[config.mk]
export PLATFORM = sky130hd
export DESIGN_NAME = scan_chain_controller
export DESIGN_NICKNAME = d
export VERILOG_FILES = /design/src/rtl/scan_chain_controller.sv
export SDC_FILE = /design/constraint.sdc
export NUM_CORES = 1
export LEC_CHECK = 0
export CORE_MARGIN = 8
export CORE_UTILIZATION = 50
export DETAILED_ROUTE_END_ITERATION = 7
export GPL_TIMING_DRIVEN = 0
export HOLD_SLACK_MARGIN = 0.1
export PLACE_DENSITY = 0.83
export SETUP_SLACK_MARGIN = 0.4
export SYNTH_ARGS = -nofsm -noshare
export SYNTH_HDL_FRONTEND = slang
export SYNTH_SLANG_ARGS = --single-unit
[constraint.sdc]
create_clock -name ScanClk -period 3.22 [get_ports ScanClk]
set_clock_uncertainty 0.05 [all_clocks]
set_input_delay 0.644 -clock ScanClk [delete_from_list [all_inputs] [get_ports ScanClk]]
set_output_delay 0.644 -clock ScanClk [all_outputs]
set_load 0.01 [all_outputs]
[src/rtl/scan_chain_controller.sv]
// scan_chain_controller: drives an external mux-D scan chain. Each operation
// shifts a latched pattern in, pulses one functional capture cycle, and then
// shifts the chain contents back out into CapData.
// Optional feature: define SCAN_CMP_EN to latch ExpIn and register a
// CapData == ExpIn compare into Pass on DONE entry; otherwise Pass is 0.
module scan_chain_controller #(
  parameter  int CHAIN_LEN = 4,
  localparam int CNT_W     = $clog2(CHAIN_LEN + 1)
) (
  input  logic                 ScanClk,
  input  logic                 ScanClr,
  input  logic                 Start,
  input  logic [CHAIN_LEN-1:0] PatIn,
  input  logic [CHAIN_LEN-1:0] ExpIn,
  input  logic                 ScanOut,
  output logic                 ScanMode,
  output logic                 ScanIn,
  output logic                 Busy,
  output logic                 Done,
  output logic [CHAIN_LEN-1:0] CapData,
  output logic                 Pass
);

  typedef enum logic [2:0] {
    IDLE      = 3'd0,
    SHIFT_IN  = 3'd1,
    CAPTURE   = 3'd2,
    SHIFT_OUT = 3'd3,
    DONE      = 3'd4
  } state_t;

  localparam logic [CNT_W-1:0]     CNT_LAST = CNT_W'(CHAIN_LEN - 1);
  localparam logic [CHAIN_LEN-1:0] MSB_BIT  = CHAIN_LEN'(1) << (CHAIN_LEN - 1);

  state_t               state;
  logic [CNT_W-1:0]     cnt;
  logic [CHAIN_LEN-1:0] pat_sr;   // remaining pattern bits, next bit at the top
  logic [CHAIN_LEN-1:0] cap_sr;   // bits gathered so far in SHIFT_OUT
  logic [CHAIN_LEN-1:0] cap_nxt;
  logic                 last;

  assign last = (cnt == CNT_LAST);

  // each ScanOut bit enters at the top, so the first bit seen ends up in bit 0
  always_comb begin
    cap_nxt = (cap_sr >> 1) | (ScanOut ? MSB_BIT : '0);
  end

`ifdef SCAN_CMP_EN
  logic [CHAIN_LEN-1:0] exp_q;

  // expected capture is latched at accept and compared once on DONE entry
  always_ff @(posedge ScanClk or posedge ScanClr) begin
    if (ScanClr) begin
      exp_q <= '0;
      Pass  <= 1'b0;
    end else if (state == IDLE && Start) begin
      exp_q <= ExpIn;
    end else if (state == SHIFT_OUT && last) begin
      Pass  <= (cap_nxt == exp_q);
    end
  end
`else
  logic unused_exp;
  assign unused_exp = ^ExpIn;
  assign Pass       = 1'b0;
`endif

  // operation sequencer; every output is set on the edge that enters its phase
  always_ff @(posedge ScanClk or posedge ScanClr) begin
    if (ScanClr) begin
      state    <= IDLE;
      cnt      <= '0;
      pat_sr   <= '0;
      cap_sr   <= '0;
      ScanMode <= 1'b0;
      ScanIn   <= 1'b0;
      Busy     <= 1'b0;
      Done     <= 1'b0;
      CapData  <= '0;
    end else begin
      Done <= 1'b0;
      case (state)
        IDLE: begin
          if (Start) begin
            state    <= SHIFT_IN;
            cnt      <= '0;
            ScanMode <= 1'b1;
            ScanIn   <= PatIn[CHAIN_LEN-1];
            pat_sr   <= PatIn << 1;
            Busy     <= 1'b1;
          end
        end
        SHIFT_IN: begin
          if (last) begin
            state    <= CAPTURE;
            cnt      <= '0;
            ScanMode <= 1'b0;
            ScanIn   <= 1'b0;
          end else begin
            cnt    <= cnt + 1'b1;
            ScanIn <= pat_sr[CHAIN_LEN-1];
            pat_sr <= pat_sr << 1;
          end
        end
        CAPTURE: begin
          state    <= SHIFT_OUT;
          cnt      <= '0;
          ScanMode <= 1'b1;
          ScanIn   <= 1'b0;
        end
        SHIFT_OUT: begin
          cap_sr <= cap_nxt;
          if (last) begin
            state    <= DONE;
            cnt      <= '0;
            ScanMode <= 1'b0;
            Busy     <= 1'b0;
            Done     <= 1'b1;
            CapData  <= cap_nxt;
          end else begin
            cnt <= cnt + 1'b1;
          end
        end
        DONE: begin
          state <= IDLE;
        end
        default: begin
          state    <= IDLE;
          ScanMode <= 1'b0;
          Busy     <= 1'b0;
        end
      endcase
    end
  end

endmodule

==> summary.md, run 1 <==
| Metric | Value |
|---|---|
| Outcome | finished clean |
| Syn Area/Cell | 12.0 sq um |
| Reg-to-Reg End | pat_sr[2]$_DFFE_PP0P_ |
| Post-DRT Antenna Nets | 0 |
| WL final | 1660 um |
| Die area | ~3500 sq um |
| DPL Wire Length | approximately 1300 um |
| Sink Count | 20 |
| Sequential fraction of the synthesis area | 53.5% |
| Hold-fix buffers, CTS | 0 |
| Vias in the first global route | approximately 660 |
| Initial Util | a little over half |
| Most common library cell in the layout ignoring fill and taps | dfrtp_1 |
| Drt via density | 5.20 |
| Synth cell types | 31 |
| Initial antenna violation count | 0 |
| Worst-Skew Late Latency | 0.29 ns |
| First-pass GRT wire length | around 3000 um |
| Wire per inst | roughly 14 um |
| Setup TNS | 0 ns |
| DR vias | between 600 and 700 |
| DRT iter0 DRCs | 8 |
| GR Overflow Total | 0 |
| Tot GR Track Use | a little over a tenth |
| CTS H-tree depth | 1 |
| Largest net degree at the start of global routing | 21 |
| Final Cycle Share | 59.0% |
| Rows | 15 |
| Worst hold path cell count | 1 |
| HP Class | flip-flop to flip-flop |
| Layout cells sized above 1 | about 22% |
| Worst R2R Path Depth | 4 |
| Worst setup path class | flip-flop to output pin |
| DRC viols | 0 |
| RSZ-0062 raised after global routing | no |
| Flop-to-flop setup slack | approximately 1.5 ns |
| Placer Congestion | 0.766 |
| Min Hold Slack | 0.459 ns |
| Tot Pwr | ~0.0012 W |
| CP Buf/Inv Count | 1 |
| Startpoint Class | flip-flop |
| CP max FO | 2 |
| Hold worst-path end | Busy$_DFFE_PP0P_ |
| Postcts setup bufs | 0 |
| Diodes inserted | 0 |
| Net count after synthesis | ~90 |
| Port buffer count | 15 |
| CTS tree | yes |
| Top Ports | 21 |
| CP peak stage delay | 0.54 ns |
| Worst endpoint required time | between 2 and 3 ns |
| Worst-margin pin slew | between 0.7 and 0.8 ns |
| P per Cell Area | 992 nW/um^2 |
| Slew HR | roughly 50% |
| Critical-path cell list | clkdlybuf4s50_1 |
| Synthesized flop and latch total | 20 |
| Post-synthesis instance area | 935 sq um |
| CP top delay family | buffers and inverters |
| Post_cts resized | 0 |
| Crit end category | output pin |
| DP Worst Slack | ~1.2 ns |
| Final setup violation count | 0 |
| Net count, final | between 100 and 150 |
| Post-Syn Instances | a little under 80 |
| CTS Root Cell | clkbuf_4 |
| Max IR drop VDD | slightly above 0.0006 V |
| Final worst slack | between 1 and 1.5 ns |
| DR pass1 iterations | 4 |
| Crit path arrival time | 1.20 ns |
| Die Width | roughly 59 um |
| Clock tree buffer depth | 2 |
| Num CTS Buffers | 3 |
| P&R area growth vs syn | 25.0% |
| Static Leak | approximately 0.51 nW |
| Critical path's slowest cell | clkdlybuf4s50_1 |
| Slew Limit Fails | 0 |
| Core area | approximately 1700 sq um |
| R2r startpoint | cnt[0]$_DFFE_PP0P_ |
| Commonest cells after routing, fill and taps aside | dfrtp_1, clkdlybuf4s50_1, mux2_2 |
| Vert. Die Dim | roughly 59 um |
| Final hold vios | 0 |
| Final min period | roughly 1.9 ns |
| Hold_sp | Busy$_DFFE_PP0P_ |
| Fmax | between 500 and 600 MHz |
| Clock transition at path regs | between 0.1 and 0.15 ns |
| Yosys warns | 0 |
| Number of max-cap violations | 0 |
-- layer usage --
metal  up-vias  GRT usage, %  wire length [um]
li1        306             -                 -
met5         -             0                 0
met2        12          16.9               850
met1       317          13.8               720
met3         0          2.60                91
met4         0          4.10                 0
-- kinds of logic (layout without fill, tap and decap cells) --
logic type	after synthesis	in the layout	share of synthesized area (%)
xor gates and xnor gates	2	2	1.87
DFF	20	20	53.5
adders and majority gates	1	1	1.34
muxes	11	11	13.3
AOI/OAI and AO/OA	14	14	9.37
buffers and inverters	8	27	4.69
and+or+nand+nor	21	21	15.5
other	1	1	0.401
-- power by group --
part           internal, W  switching (W)  leakage, nW
registers         0.000363      0.0000657        0.245
clock network     0.000126      0.0000748       0.0279
logic             0.000297       0.000233        0.238
-- worst max-delay path by stage --
stage,start,end,slack (ns),cells past startpoint
after global routing,ScanMode$_DFFE_PP0P_,ScanMode,1.27,1
after detailed placement,Start,pat_sr[2]$_DFFE_PP0P_,1.18,4
after global placement,Start,pat_sr[2]$_DFFE_PP0P_,1.20,4
after CTS,ScanMode$_DFFE_PP0P_,ScanMode,1.30,1
after floorplan,cnt[0]$_DFFE_PP0P_,pat_sr[2]$_DFFE_PP0P_,1.63,4
final,CapData[0]$_DFFE_PP0P_,CapData[0],1.32,1
-- Yosys cell counts --
library cell | number | area [sq um]
dfrtp_1 | 20 | 500
mux2_2 | 9 | 101
nor2_1 | 6 | 22.5
o21ai_0 | 5 | 25.0
inv_1 | 4 | 15.0
a21oi_1 | 3 | 15.0
a21o_1 | 2 | 15.0
buf_2 | 2 | 10.0
mux2_1 | 2 | 22.5
nand2_1 | 2 | 7.51
nand3_1 | 2 | 10.0
xnor2_1 | 2 | 17.5
a31oi_1 | 1 | 6.26
a32o_1 | 1 | 10.0
and2_1 | 1 | 6.26
and3b_1 | 1 | 8.76
buf_4 | 1 | 7.51
buf_6 | 1 | 11.3
conb_1 | 1 | 3.75
ha_1 | 1 | 12.5
nand2b_1 | 1 | 6.26
nand3b_1 | 1 | 7.51
nor2_4 | 1 | 11.3
nor2b_1 | 1 | 6.26
nor3_1 | 1 | 5.00
nor3b_2 | 1 | 12.5
nor4_4 | 1 | 21.3
nor4b_1 | 1 | 8.76
o21a_1 | 1 | 7.51
o32ai_1 | 1 | 8.76
or3_4 | 1 | 11.3
-- area by class of cell --
class	count	area (sq um)
buffer	4	28.8
clock buffer	3	22.5
clock inverter	1	30.0
fill	136	577
inverter	4	15.0
multi-input combinational	50	390
sequential	20	500
tap	25	31.3
timing repair buffer	15	150
-- flip-flops by register name, indices dropped and copies added, names as in the netlist --
register and count:
ScanMode 1, cap_sr 3, Busy 1, Done 1, CapData 4, cnt 3, pat_sr 3, ScanIn 1
state 3
-- metrics by stage --
stage | cells | util (%) | instance area [sq um]
2_1_floorplan | 78 | - | 935
3_3_place_gp | 118 | 63.9 | 1120
3_5_place_dp | 118 | 63.9 | 1120
4_1_cts | 122 | 67.0 | 1170
5_1_grt | 122 | 67.0 | 1170
6_report | 122 | 67.0 | 1170
-- worst reg2reg max path: stages, from the launching register on --
cell and delay, ns:
dfrtp_1 0.42, ha_1 0.23, and3b_1 0.26, nor4_4 0.29
mux2_2 0.38
No activity file was read; power rests on OpenSTA's default activity.
==> inputs of run 2 (changes only) <==
--- a/config.mk
+++ b/config.mk
@@ -6,11 +6,11 @@
 export NUM_CORES = 1
 export LEC_CHECK = 0
 export CORE_MARGIN = 8
-export CORE_UTILIZATION = 50
+export CORE_UTILIZATION = 48
 export DETAILED_ROUTE_END_ITERATION = 7
 export GPL_TIMING_DRIVEN = 0
 export HOLD_SLACK_MARGIN = 0.1
-export PLACE_DENSITY = 0.83
+export PLACE_DENSITY = 0.81
 export SETUP_SLACK_MARGIN = 0.4
 export SYNTH_ARGS = -nofsm -noshare
 export SYNTH_HDL_FRONTEND = slang
==> constraint.sdc (replaced) <==
create_clock -name ScanClk -period 1.9 [get_ports ScanClk]
set_clock_uncertainty 0.05 [all_clocks]
set_input_delay 0.38 -clock ScanClk [delete_from_list [all_inputs] [get_ports ScanClk]]
set_output_delay 0.38 -clock ScanClk [all_outputs]
set_load 0.01 [all_outputs]
==> run 2 against run 1 <==
Net effect: clock-buffer cell count stayed put; worst hold slack worse by 0.026 ns; die area is 3.0% higher; worst setup slack worse by 1.1 ns; final cell count is 9.0% higher; routed wire length is 9.8% higher; utilization is 1.6 points lower; flip-flop and latch count stayed put; via count is 3.3% higher; power is 72% higher.
==> summary.md, run 2 (synthesized netlist as in run 1, its figures left out) <==
| Metric | Value |
|---|---|
| Most common library cell in the layout ignoring fill and taps | dfrtp_1 |
| Crit path arrival time | 1.77 ns (+0.57 ns) |
| Outcome | finished clean |
| Core area | 1900 sq um (+9.0%) |
| Placer Congestion | 0.805 (+5.0%) |
| Top reg by flops | CapData |
| Clock tree buffer depth | 2 (unchanged) |
| DRT iter0 DRCs | 7 (-1) |
| Slew Limit Fails | 0 (unchanged) |
| HP Class | flip-flop to flip-flop |
| GR Overflow Total | 0 (unchanged) |
| DR vias | 656 (+3.3%) |
| Final setup violation count | 0 (unchanged) |
| Fill cell count | 152 (+12%) |
| Post-DRT Antenna Nets | 0 (unchanged) |
| Worst endpoint required time | 2.04 ns (-0.49 ns) |
| Startpoint Class | flip-flop |
| Hold-fix buffers, CTS | 0 (unchanged) |
| Tot Pwr | 0.00199 W (+72%) |
| Num CTS Buffers | 3 (unchanged) |
| Tot GR Track Use | 11.2% (+0.41 points) |
| DPL Wire Length | 1220 um (-4.1%) |
| Crit end category | flip-flop |
| Final min period | approximately 1.6 ns |
| Initial antenna violation count | 0 (unchanged) |
| Rows | 16 (+1) |
| Footprint of the multi-input gates | 424 sq um (+8.7%) |
| CTS tree | yes |
| Vias in the first global route | 731 (+10%) |
| Placed insts | 120 (+1.7%) |
| Worst-margin pin slew | 0.743 ns (-0.00138 ns) |
| P&R area growth vs syn | 33.1% |
| Die area | 3620 sq um (+3.0%) |
| CTS Root Cell | clkbuf_4 |
| Register area | 500 sq um (unchanged) |
| Layout cells sized above 1 | 31.1% (+9.5 points) |
| Top Ports | 21 (unchanged) |
| Post-Layout Cell Count | 133 (+9.0%) |
| Fmax | ~600 MHz |
| Initial Util | 49.1% (-4.4 points) |
| Wire per inst | 13.7 um (+0.68%) |
| Worst setup path class | flip-flop to flip-flop |
| Commonest cells after routing, fill and taps aside | dfrtp_1, buf_4, dlygate4sd2_1 |
| Static Leak | 0.582 nW (+14%) |
| Diodes inserted | 0 (unchanged) |
| CP max FO | 3 (+1) |
| Number of max-cap violations | 0 (unchanged) |
| P per Cell Area | 1600 nW/um^2 (+61%) |
| RSZ-0062 raised after global routing | yes |
| CTS H-tree depth | 1 (unchanged) |
| Worst-Skew Late Latency | 0.29 ns (about the same) |
| Setup TNS | 0 ns (unchanged) |
| Final hold vios | 0 (unchanged) |
| Largest net degree at the start of global routing | 21 (unchanged) |
| Drt via density | 4.93 (-5.2%) |
| Sink Count | 20 (unchanged) |
| Net count, final | 121 (+9.0%) |
| Final Cycle Share | 85.9% |
| Clock transition at path regs | 0.11 ns (about the same) |
| Max reg flops | 4 (unchanged) |
| Port buffer count | 15 (unchanged) |
| Vert. Die Dim | 60.1 um (+1.5%) |
| Slew HR | 50.4% (+0.092 points) |
| WL final | 1820 um (+9.8%) |
| First-pass GRT wire length | 3130 um (+5.1%) |
| DRC viols | 0 (unchanged) |
| Die Width | 60.1 um (+1.5%) |
| Max IR drop VDD | 0.000867 V (+41%) |
| DR pass1 iterations | 4 (unchanged) |
-- run 2: cell count changes in the layout (fill, tap and decap cells not counted), moves of 6 or more --
cell,change
mux2_4,+6
clkdlybuf4s50_1,-8
mux2_2,-6
dlygate4sd2_1,+8
buf_4,+9
-- run 2: repair_timing --
item,4_1_cts,5_1_grt
gates resized for setup,9,7
pin swaps,2,2
setup endpoints to repair,10,7
buffers inserted,3,7
-- run 2: report_power, final --
group	internal, W	switching (W)
sequential	0.000615	0.000112
combinational	0.000620	0.000444
clock	0.0000737	0.000124
-- run 2: cell type report --
| type | instances | area share [%] |
|---|---|---|
| buffer | 4 | 2.31 |
| clock buffer | 3 | 1.81 |
| inverter | 4 | 1.21 |
| multi-input combinational | 50 | 34.1 |
| sequential | 20 | 40.2 |
| tap | 27 | 2.72 |
| timing repair buffer | 25 | 17.6 |
-- run 2: worst paths after layout --
kind | from | to | slack (ns) | depth (start not counted)
setup reg to reg | cnt[0]$_DFFE_PP0P_ | pat_sr[3]$_DFFE_PP0P_ | 0.27 | 4
setup / recovery | cnt[0]$_DFFE_PP0P_ | pat_sr[3]$_DFFE_PP0P_ | 0.27 | 4
max in group asynchronous | ScanClr | CapData[0]$_DFFE_PP0P_ | 0.89 | 2
hold / removal | Busy$_DFFE_PP0P_ | Busy$_DFFE_PP0P_ | 0.43 | 1
hold reg to reg | Busy$_DFFE_PP0P_ | Busy$_DFFE_PP0P_ | 0.43 | 1
min in group asynchronous | ScanClr | CapData[3]$_DFFE_PP0P_ | 0.45 | 2
-- run 2: metrics by stage --
stage | instance area, sq um | hold slack, ns | util (%) | setup WS (ns)
6_report | 1240 | 0.433 | 65.4 | 0.268
5_1_grt | 1240 | 0.449 | 65.4 | 0.216
4_1_cts | 1160 | 0.440 | 61.3 | 0.240
3_5_place_dp | 1130 | 0.422 | 59.2 | 0.131
3_3_place_gp | 1130 | 0.417 | 59.2 | 0.124
2_1_floorplan | 942 | 0.294 | - | 0.307
-- run 2: worst max-delay path, cell delays in order (launching register included) --
cell     delay [ns]
dfrtp_1        0.41
ha_2           0.19
and3b_2        0.24
nor4_4         0.31
mux2_4         0.33
-- run 2: routing by layer --
layer | part of all wire [%] | vias to the layer above | routed length (um) | GRT usage (%)
met5 | 0 | - | 0 | 0
met4 | 0 | 0 | 0 | 4.08
met3 | 6.3 | 0 | 114 | 3.66
met2 | 49 | 12 | 885 | 18.8
met1 | 45 | 317 | 824 | 12.8
li1 | - | 327 | - | -
==> inputs of run 3 (changes only) <==
--- a/config.mk
+++ b/config.mk
@@ -5,12 +5,15 @@
 export SDC_FILE = /design/constraint.sdc
 export NUM_CORES = 1
 export LEC_CHECK = 0
+export CELL_PAD_IN_SITES_DETAIL_PLACEMENT = 1
+export CELL_PAD_IN_SITES_GLOBAL_PLACEMENT = 2
+export CORE_ASPECT_RATIO = 0.6
 export CORE_MARGIN = 8
-export CORE_UTILIZATION = 48
+export CORE_UTILIZATION = 31
 export DETAILED_ROUTE_END_ITERATION = 7
 export GPL_TIMING_DRIVEN = 0
 export HOLD_SLACK_MARGIN = 0.1
-export PLACE_DENSITY = 0.81
+export PLACE_DENSITY = 0.8
 export SETUP_SLACK_MARGIN = 0.4
 export SYNTH_ARGS = -nofsm -noshare
 export SYNTH_HDL_FRONTEND = slang
==> constraint.sdc (replaced) <==
create_clock -name ScanClk -period 1.9 [get_ports ScanClk]
set_clock_uncertainty 0.05 [all_clocks]
set_input_delay 0.19 -clock ScanClk [delete_from_list [all_inputs] [get_ports ScanClk]]
set_output_delay 0.19 -clock ScanClk [all_outputs]
set_load 0.01 [all_outputs]
==> run 3 against run 2 <==
Net effect: utilization down 21 points; via count up 0.61%; sequential power up 0.6%; largest power group unchanged; non-clock buffer count down 3; flip-flop and latch count unchanged; clock-buffer cell count unchanged; final cell count up 9.8%; power up 11%; largest cell class unchanged; first-iteration DRC count up 86%.
==> summary.md, run 3 (synthesized netlist as in run 1, its figures left out) <==
| Metric | Value |
|---|---|
| Layout cells sized above 1 | 29.8% (-1.3 points) |
| CP peak stage delay | 0.40 ns (about the same) |
| Final Cycle Share | 87.1% (+1.2 points) |
| Reg-to-Reg End | pat_sr[3]$_DFFE_PP0P_ |
| Wire per inst | 14.8 um (+8.1%) |
| Diodes inserted | 0 (unchanged) |
| Critical path's slowest cell | dfrtp_1 |
| Worst R2R Path Depth | 4 (unchanged) |
| Static Leak | 0.560 nW (-3.6%) |
| Fill cell count | 301 (+98%) |
| DR pass1 iterations | 2 (-2) |
| M3 GR Usage | 4.30% (+0.64 points) |
| CP top delay family | simple AND/OR/NAND/NOR gates |
| Worst setup path class | flip-flop to flip-flop |
| Critical-path cell list | ha_2 > and3b_2 > nor4_4 > mux2_4 |
| Register area | 500 sq um (unchanged) |
| Crit path from | cnt[1]$_DFFE_PP0P_ |
| Crit end category | flip-flop |
| Max reg flops | 4 (unchanged) |
| Vias in the first global route | 701 (-4.1%) |
| Die area | 5090 sq um (+41%) |
| R2r startpoint | cnt[1]$_DFFE_PP0P_ |
| Tot GR Track Use | 8.60% (-2.6 points) |
| Tot Pwr | 0.00221 W (+11%) |
| Fmax | 605 MHz (-1.3%) |
| Commonest cells after routing, fill and taps aside | dfrtp_1, clkdlybuf4s50_1, buf_4 |
| Met2 usage | 12.2% (-6.5 points) |
| Slew Limit Fails | 0 (unchanged) |
| DR vias | 660 (+0.61%) |
| CP Buf/Inv Count | 0 (unchanged) |
| Slew HR | 48.7% (-1.8 points) |
| P&R area growth vs syn | 36.9% |
| P per Cell Area | 1730 nW/um^2 (+7.9%) |
| Clock tree buffer depth | 2 (unchanged) |
| Die Width | 86.9 um (+45%) |
| Sink Count | 20 (unchanged) |
| Worst-Skew Late Latency | 0.26 ns (-0.03 ns) |
| Footprint of the multi-input gates | 409 sq um (-3.5%) |
| Clock transition at path regs | 0.08 ns (-0.03 ns) |
| Levels on crit path | 4 (unchanged) |
| Crit path arrival time | 1.75 ns (-0.02 ns) |
| Min Hold Slack | 0.324 ns (-0.109 ns) |
| Post-DRT Antenna Nets | 0 (unchanged) |
| CTS tree | yes |
| HP Class | input pin to async pin |
| Flop-to-flop setup slack | 0.25 ns (-0.02 ns) |
| Max IR drop VDD | 0.000676 V (-22%) |
| Initial antenna violation count | 0 (unchanged) |
| Initial Util | 32.5% (-17 points) |
| CTS H-tree depth | 1 (unchanged) |
| Setup TNS | 0 ns (unchanged) |
| Top reg by flops | CapData |
| Placer Congestion | 0.747 (-7.2%) |
| M1 GR Usage | 11.4% (-1.4 points) |
| Busiest grt layer | met2 |
| Worst endpoint required time | 2.00 ns (-0.04 ns) |
| Most common library cell in the layout ignoring fill and taps | dfrtp_1 |
| Largest net degree at the start of global routing | 21 (unchanged) |
| DRC viols | 0 (unchanged) |
| WL final | 2160 um (+19%) |
| Number of max-cap violations | 0 (unchanged) |
| Drt via density | 4.52 (-8.3%) |
| Final setup violation count | 0 (unchanged) |
| DRT iter0 DRCs | 13 (+6) |
| Num CTS Buffers | 3 (unchanged) |
| Worst-margin pin slew | 0.769 ns (+0.0264 ns) |
| Final min period | 1.65 ns (+0.0220 ns) |
| Net count, final | 118 (-2.5%) |
| CTS Root Cell | clkbuf_8 |
| CP max FO | 3 (unchanged) |
| Outcome | finished clean |
| GR Overflow Total | 0 (unchanged) |
| Rows | 15 (-1) |
| First-pass GRT wire length | 3420 um (+9.5%) |
| RSZ-0062 raised after global routing | yes |
| Top Ports | 21 (unchanged) |
| DPL Wire Length | 1510 um (+24%) |
| Startpoint Class | flip-flop |
| Core area | 2870 sq um (+51%) |
| Crit path capture | pat_sr[3]$_DFFE_PP0P_ |
| Vert. Die Dim | 58.5 um (-2.7%) |
| Port buffer count | 15 (unchanged) |
| Final hold vios | 0 (unchanged) |
==> run 3: cell type report <==
cell class | instances | area share [%]
well taps | 42 | 4.11
clock buffers | 3 | 3.23
multi-input cells | 50 | 32.0
repair buffers | 22 | 15.8
inverters | 4 | 1.17
flip-flops and latches | 20 | 39.1
plain buffers | 4 | 2.25
clock inverters | 1 | 2.35
==> run 3: worst min-delay path by stage <==
stage / startpoint / to / slack (ns) / cells past startpoint
floorplan: ScanClr / Busy$_DFFE_PP0P_ / 0.10 / 1
global placement: Busy$_DFFE_PP0P_ / Busy$_DFFE_PP0P_ / 0.41 / 1
detailed placement: Busy$_DFFE_PP0P_ / Busy$_DFFE_PP0P_ / 0.42 / 1
CTS: ScanClr / CapData[0]$_DFFE_PP0P_ / 0.36 / 2
global route: ScanClr / Done$_DFF_PP0_ / 0.41 / 2
finish: ScanClr / CapData[0]$_DFFE_PP0P_ / 0.32 / 2
==> run 3: repair_timing <==
action	in CTS	in global routing
hold buffers	0	0
setup endpoints to repair	7	8
gates resized for setup	3	0
pin swaps	3	2
setup buffers	3	4
gates cloned	0	0
==> run 3: per-stage QoR <==
| stage | utilization [%] | cell area [sq um] | worst slack [ns] | instances |
|---|---|---|---|---|
| detailed placement | 39.9 | 1140 | 0.173 | 135 |
| global route | 44.6 | 1280 | 0.187 | 146 |
| finish | 44.6 | 1280 | 0.246 | 146 |
| CTS | 43.5 | 1250 | 0.206 | 142 |
| global placement | 39.9 | 1140 | 0.201 | 135 |
| floorplan | - | 942 | 0.307 | 78 |
==> run 3: power breakdown <==
| part | switching [W] | total (W) | leakage [nW] | internal (W) |
|---|---|---|---|---|
| logic | 0.000448 | 0.00106 | 0.279 | 0.000609 |
| clock network | 0.000139 | 0.000420 | 0.0357 | 0.000281 |
| registers | 0.000115 | 0.000731 | 0.245 | 0.000617 |
| total | 0.000702 | 0.00221 | 0.560 | 0.00151 |
==> run 3: layer usage <==
metal / routed length (um) / vias to the layer above
met2: 992 / 12
li1: - / 321
met4: 9 / 0
met3: 156 / 2
met1: 1010 / 325
met5: 0 / -
